File: config.mk
export PLATFORM = sky130hd
export DESIGN_NAME = alu_mul_sequencer
export DESIGN_NICKNAME = d
export VERILOG_FILES = /design/src/rtl/alu_pkg.sv /design/src/rtl/alu_mul_sequencer.sv
export SDC_FILE = /design/constraint.sdc
export NUM_CORES = 1
export LEC_CHECK = 0
export CAP_MARGIN = 10
export CORE_ASPECT_RATIO = 0.7
export CORE_UTILIZATION = 40
export CTS_BUF_LIST = sky130_fd_sc_hd__clkbuf_16
export DETAILED_ROUTE_END_ITERATION = 10
export GPL_ROUTABILITY_DRIVEN = 0
export PLACE_DENSITY = 0.72
export REMOVE_ABC_BUFFERS = 1
export SKIP_LAST_GASP = 1
export SLEW_MARGIN = 20
export SYNTH_ARGS = -nofsm -noshare
export SYNTH_HDL_FRONTEND = slang
export SYNTH_SLANG_ARGS = --single-unit
File: constraint.sdc
create_clock -name clk -period 23 [get_ports clk]
set_input_delay 3.45 -clock clk [delete_from_list [all_inputs] [get_ports clk]]
set_output_delay 3.45 -clock clk [all_outputs]
set_load 0.03 [all_outputs]
File: src/rtl/alu_pkg.sv
// Shared ALU opcodes, multiply-sequencer state encoding and default datapath width.
// Imported by the ALU and by the iterative multiply controller.
package alu_pkg;

  localparam int MUL_WIDTH = 64;

  typedef enum logic [3:0] {
    AND   = 4'b0000,
    OR    = 4'b0001,
    ADD   = 4'b0010,
    SUB   = 4'b0110,
    PASSB = 4'b0111
  } alu_op_t;

  typedef enum logic [1:0] {
    IDLE = 2'd0,
    RUN  = 2'd1,
    DONE = 2'd2
  } mul_state_t;

endpackage

File: src/rtl/alu_mul_sequencer.sv
// Shift-and-add MUL (low WIDTH bits) on the borrowed shared ALU; WIDTH RUN cycles, done one cycle later.
// start is ignored while busy; MUL_EARLY_EXIT_EN ends RUN once the remaining multiplier bits are zero.
module alu_mul_sequencer
  import alu_pkg::*;
#(
  parameter int WIDTH = MUL_WIDTH,
  parameter int CNT_W = 7
) (
  input  logic             clk,
  input  logic             reset,
  input  logic             start,
  input  logic [WIDTH-1:0] op_a,
  input  logic [WIDTH-1:0] op_b,
  output logic             busy,
  output logic             done,
  output logic [WIDTH-1:0] product,
  output logic             alu_req,
  output logic [WIDTH-1:0] alu_a,
  output logic [WIDTH-1:0] alu_b,
  output logic [3:0]       alu_ctrl,
  input  logic [WIDTH-1:0] alu_result
);

  mul_state_t       state_q, state_d;
  logic [WIDTH-1:0] acc_q, acc_d;
  logic [WIDTH-1:0] mcand_q, mcand_d;
  logic [WIDTH-1:0] mplier_q, mplier_d;
  logic [WIDTH-1:0] product_q, product_d;
  logic [CNT_W-1:0] cnt_q, cnt_d;
  logic             last_iter;

  // Outputs decode the state register only, so start never reaches them combinationally.
  assign busy    = (state_q == RUN);
  assign done    = (state_q == DONE);
  assign alu_req = busy;
  assign product = product_q;

  always_comb begin
    alu_ctrl = ADD;
    alu_a    = acc_q;
    alu_b    = mplier_q[0] ? mcand_q : '0;
  end

  always_comb begin
    last_iter = (cnt_q == CNT_W'(WIDTH - 1));
`ifdef MUL_EARLY_EXIT_EN
    last_iter = last_iter || ((mplier_q >> 1) == '0);
`endif
    state_d   = state_q;
    acc_d     = acc_q;
    mcand_d   = mcand_q;
    mplier_d  = mplier_q;
    cnt_d     = cnt_q;
    product_d = product_q;
    case (state_q)
      IDLE, DONE: begin
        if (start) begin
          acc_d    = '0;
          mcand_d  = op_a;
          mplier_d = op_b;
          cnt_d    = '0;
          state_d  = RUN;
        end else begin
          state_d  = IDLE;
        end
      end
      RUN: begin
        acc_d    = alu_result;
        mcand_d  = mcand_q << 1;
        mplier_d = mplier_q >> 1;
        cnt_d    = cnt_q + 1'b1;
        if (last_iter) begin
          product_d = alu_result;
          state_d   = DONE;
        end
      end
      default: state_d = IDLE;
    endcase
  end

  always_ff @(posedge clk or posedge reset) begin
    if (reset) begin
      state_q <= IDLE;
    end else begin
      state_q <= state_d;
    end
  end

  always_ff @(posedge clk or posedge reset) begin
    if (reset) begin
      acc_q     <= '0;
      mcand_q   <= '0;
      mplier_q  <= '0;
      cnt_q     <= '0;
      product_q <= '0;
    end else begin
      acc_q     <= acc_d;
      mcand_q   <= mcand_d;
      mplier_q  <= mplier_d;
      cnt_q     <= cnt_d;
      product_q <= product_d;
    end
  end

endmodule

==> results_dict.tcl, run 1 <==
set metrics [dict create \
    slew_violations 0 \
    synth_top_area_cell "dfrtp_1" \
    hold_viol 0 \
    io_pins 394 \
    crit_start "state_q[0]" \
    slew_headroom_pct 36.1 \
    timing.fmax_ghz 0.156 \
    rsz0062_at_grt "no" \
    cp_cell_sequence "nand2b_4 -> inv_6 -> clkdlybuf4s50_1" \
    synth-edff-count 0 \
    whs_ns 0.490 \
    postRouteAntennaNets 0 \
    reg2reg_slack_ns 19.97 \
    maxCapViolations 0 \
    nets 1497 \
    worstSkewPairLatency_ns 0.55 \
    crit_path_top_delay_cell "clkdlybuf4s50_1" \
    areaGrowthSynthToFinish_pct 42.4 \
    cp_max_fo 64 \
    grt_usage_pct 22.0 \
    cts_tree "yes" \
    die_w_um 203 \
    r2r-start "cnt_q[0]" \
    irDropWorstVdd_v 0.0000473 \
    grt_first_pass_wirelength_um 50900 \
    first_pass_iters 5 \
    final_area_um2 16100 \
    holdBufCountCts 0 \
    pwr-share-comb_pct 8.7 \
    fin_skew_ns 0.0154 \
    period_share_pct 27.9 \
    timing.rr.end "product[58]" \
    start_util_pct 40.7 \
    vias 9026 \
    async_flop_share_pct 100 \
    cts_buffers 28 \
    setup_violations 0 \
    synth-warning-count 0 \
    crit_end "busy" \
    drive_gt1_share_pct 9.02 \
    hpwl_um 20900 \
    portBuffers 389 \
    clock_path_buffers 3 \
    root_buffer "clkbuf_16" \
    routed_wl_um 32600 \
    critPathLaunchType "register" \
    core_um2 27800 \
    p_seq_share_pct 49.5 \
    p_per_area_nw_per_um2 60.3 \
    syn_area_um2 11300 \
    worst_pin_slew_ns 0.959 \
    whs_path_depth 1 \
    cts.reportedPaths.clkPinSlew_ns 0.06 \
    switching_share_pct 23.6 \
    ys.flop_type "dfrtp_1" \
    synth_top_area_share_pct 58.7 \
    min-delay-path-class "reg2reg" \
    power.switching_uw 229 \
    worstPathArrival_ns 2.96 \
    cp-end-kind "primary output" \
    remaining_drc_errors 0 \
    postCtsSetupRepairBufs 0 \
    postLayoutCoreUtil_pct 58.0 \
    initialDrtViolationCount 597 \
    cts_resized 0 \
    grt_pass1_vias 8912 \
    clock_power_share_pct 41.8 \
    antenna_found_initial 2 \
    dpl_cell_area_um2 15300 \
    cpPeakStageDelay_ns 0.78 \
    cts.sinks 265 \
    post_synth.cell_area_avg_um2 11.8 \
    rows 51 \
    reg2reg_depth 5 \
    avgViaCountPerCell 5.33 \
    p_leak_uw 0.00736 \
    fin_tns_setup_ns 0 \
    ys_seq_area_share_pct 58.7 \
    p_int_uw 741 \
    dieArea_um2 28900 \
    die_h_um 143 \
    post-route-min-period_ns 6.41 \
    critical_path_class "reg2out" \
    synth_cells 960 \
    status "finished, final reports clean" \
    mostFrequentLayoutCells "389 x clkdlybuf4s50_1, 265 x dfrtp_1, 129 x nand3_1, 128 x nand2_1, 126 x a22oi_1" \
    ys_ff_latch 265 \
    synth.area.top_cells "dfrtp_1 59%, a22oi_1 8.4%, mux2_4 6.5%, nand3_1 5.7%, a22o_1 5.3%" \
    setup_ws_ns 16.59 \
    wl_per_cell_um 19.3 \
    dp_slack_ns 17.14 \
    grt_max_degree 122 \
    h-tree-depth 1 \
    yosysUniqueCellTypes 29 \
    final_common_cell "clkdlybuf4s50_1" \
    crit_required_ns 19.55 \
    gr-total-overflow 0 \
]
-- Yosys cell counts (3+ instances only) --
cell type	n
mux2_4	49
dfrtp_1	265
nor2b_1	3
a22oi_1	126
buf_4	10
o31ai_1	3
mux2_2	15
buf_1	4
a22o_1	68
o211ai_1	3
buf_12	5
nand3_1	129
clkbuf_1	36
nand2_1	128
buf_2	35
and2_1	64
-- state kept, by name (all words and copies together), names as in the netlist --
register	count
mcand_q	64
alu_a	64
cnt_q	7
product	64
mplier_q	64
state_q	2
-- through the flow --
step	power, uW	instances
floorplan	517	871
global placement	573	1642
detailed placement	574	1642
CTS	984	1691
global route	1010	1692
finish	970	1692
-- worst min-delay path by stage --
stage,from,endpoint,slack [ns]
2_1_floorplan,cnt_q[5],cnt_q[5],0.46
3_3_place_gp,cnt_q[5],cnt_q[5],0.48
3_5_place_dp,alu_a[8],alu_a[8],0.48
4_1_cts,cnt_q[5],cnt_q[5],0.49
5_1_grt,alu_a[29],alu_a[29],0.51
6_report,cnt_q[5],cnt_q[5],0.49
-- power by group through the flow --
stage                     logic (uW)  clock network [uW]  registers (uW)
after floorplan                 17.6                   0             500
after global placement          84.5                   0             488
after detailed placement        85.1                   0             489
after CTS                       85.6                 418             480
after global routing            90.0                 436             481
final                           84.3                 405             480
-- per-layer routing --
metal / global-route usage [%] / share of wire [%] / vias to the layer above
met2: 33.7 / 46 / 348
met4: 6.57 / 2.8 / 2
met5: 0 / 0.040 / -
met1: 30.8 / 44 / 4493
li1: - / - / 4119
met3: 5.39 / 7.5 / 64
-- cell families after synthesis --
| logic type | after synthesis | synth area share [%] |
|---|---|---|
| AOI/OAI and AO/OA | 202 | 14.1 |
| adders and majority gates | 1 | 0.111 |
| buffers and inverters | 93 | 4.59 |
| DFF | 265 | 58.7 |
| muxes | 66 | 8.18 |
| other | 2 | 0.0664 |
| and+or+nand+nor | 331 | 14.3 |
-- layout make-up --
class                      instances  area, um2
fill                            2335      11700
sequential                       265       6630
multi-input combinational        604       4190
timing repair buffer             400       3980
clock buffer                      28        701
tap                              371        464
clock inverter                    21        106
inverter                           2       20.0
antenna                            1       2.50
-- worst max-delay path, delay by kind of cell (launching register included) --
| family | cells | cell delay, ns |
|---|---|---|
| buffers and inverters | 2 | 1.41 |
| DFF | 1 | 0.52 |
| and+or+nand+nor | 1 | 0.46 |
Note: power is estimated with default switching activity, not from simulation.
==> inputs of run 2 (changes only) <==
- clock period: 23 -> 5.95 ns (I/O delays scaled with it)
==> run 2 against run 1 <==
Via count hardly changed. Utilization grew 0.14 points. Sequential share of layout area is 0.099 points lower. Final area increased by 0.24%. Die area stayed put. Routed wire length fell by 0.71%. Sequential cell count unchanged. Highest routed layer unchanged.
==> results_dict.tcl, run 2 (synthesis results as in run 1) <==
set metrics [dict create \
    status "finished, final reports clean" \
    io_pins 394 \
    r2r-start "state_q[0]" \
    whs_ns 0.495 \
    final_area_um2 16100 \
    p_per_area_nw_per_um2 234 \
    routed_wl_um 32300 \
    postLayoutCoreUtil_pct 58.1 \
    die_w_um 203 \
    critPathLaunchType "register" \
    total_power_uw 3770 \
    post-route-min-period_ns 4.05 \
    rsz0062_at_grt "no" \
    dieArea_um2 28900 \
    avgViaCountPerCell 5.33 \
    seqCellArea_um2 6630 \
    multi_input_comb_area_um2 4190 \
    grt_pass1_vias 8832 \
    hold_viol 0 \
    cp_max_fo 116 \
    first_pass_iters 5 \
    worst_pin_slew_ns 0.957 \
    remaining_drc_errors 0 \
    cp-end-kind "primary output" \
    nets 1497 \
    core_um2 27800 \
    p_leak_uw 0.00738 \
    root_buffer "clkbuf_16" \
    portBuffers 389 \
    cts.sinks 265 \
    antenna_found_initial 2 \
    timing.fmax_ghz 0.247 \
    rows 51 \
    cts.reportedPaths.clkPinSlew_ns 0.06 \
    fin_tns_setup_ns 0 \
    grt_first_pass_wirelength_um 50800 \
    critical_path_class "reg2out" \
    grt_max_degree 136 \
    slew_headroom_pct 36.2 \
    cts_buffers 28 \
    irDropWorstVdd_v 0.000196 \
    vias 9027 \
    gr-total-overflow 0 \
    min_from "mplier_q[49]" \
    initialDrtViolationCount 616 \
    holdBufCountCts 0 \
    mostFrequentLayoutCells "389 x clkdlybuf4s50_1, 265 x dfrtp_1, 129 x nand3_1, 128 x nand2_1, 126 x a22oi_1" \
    setup_violations 0 \
    start_util_pct 40.7 \
    final_common_cell "clkdlybuf4s50_1" \
    maxCapViolations 0 \
    areaGrowthSynthToFinish_pct 42.7 \
    wl_per_cell_um 19.1 \
    period_share_pct 68.2 \
    die_h_um 143 \
    worstSkewPairLatency_ns 0.54 \
    h-tree-depth 1 \
    clock_path_buffers 3 \
    cts_tree "yes" \
    fin_skew_ns 0.00908 \
    dpl_cell_area_um2 15300 \
    fillers 2334 \
    hpwl_um 21000 \
    cts_resized 0 \
    worstPathArrival_ns 3.16 \
    postCtsSetupRepairBufs 0 \
    grt_usage_pct 22.0 \
    crit_start "state_q[0]" \
    drive_gt1_share_pct 9.30 \
    slew_violations 0 \
    min-delay-path-class "reg2reg" \
    crit_required_ns 5.06 \
    postRouteAntennaNets 0 \
]
[run 2: final cells by class]
| class | instances | area share (%) |
|---|---|---|
| sequential | 265 | 41.1 |
| multi-input combinational | 604 | 26.0 |
| timing repair buffer | 400 | 24.7 |
| clock buffer | 29 | 4.50 |
| tap | 371 | 2.88 |
| clock inverter | 23 | 0.667 |
| inverter | 2 | 0.124 |
| antenna | 1 | 0.0155 |
[run 2: report_power, final]
part           internal, uW  switching [uW]
Sequential             1830            22.0
Clock                   880             710
Combinational           180             146
Total                  2890             878
[run 2: path summary, 6_finish.rpt]
check	end	slack, ns	cells after the start
max in group asynchronous	product[46]	3.97	3
worst max register to register	alu_a[52]	2.86	5
worst max-delay path	busy	1.90	3
min in group asynchronous	mplier_q[33]	0.82	2
worst min-delay path	mplier_q[49]	0.50	2
worst min register to register	mplier_q[49]	0.50	2
[run 2: layer usage]
layer / vias up / wire length [um] / track usage [%]
met4: 2 / 784 / 5.90
li1: 4138 / - / -
met5: - / 13 / 0
met2: 319 / 14800 / 33.6
met1: 4517 / 14400 / 30.9
met3: 51 / 2340 / 5.91
[run 2: worst max-delay path, stage by stage (launching register included)]
cell and delay [ns]:
dfrtp_1 0.51, nand2b_4 0.40, inv_6 0.79, clkdlybuf4s50_1 0.82
[run 2: through the flow]
| stage | instances | setup slack (ns) |
|---|---|---|
| after CTS | 1694 | 1.88 |
| after global placement | 1642 | 2.48 |
| after global routing | 1695 | 1.69 |
| after detailed placement | 1642 | 2.46 |
| after floorplan | 871 | -2.90 |
| final | 1695 | 1.90 |
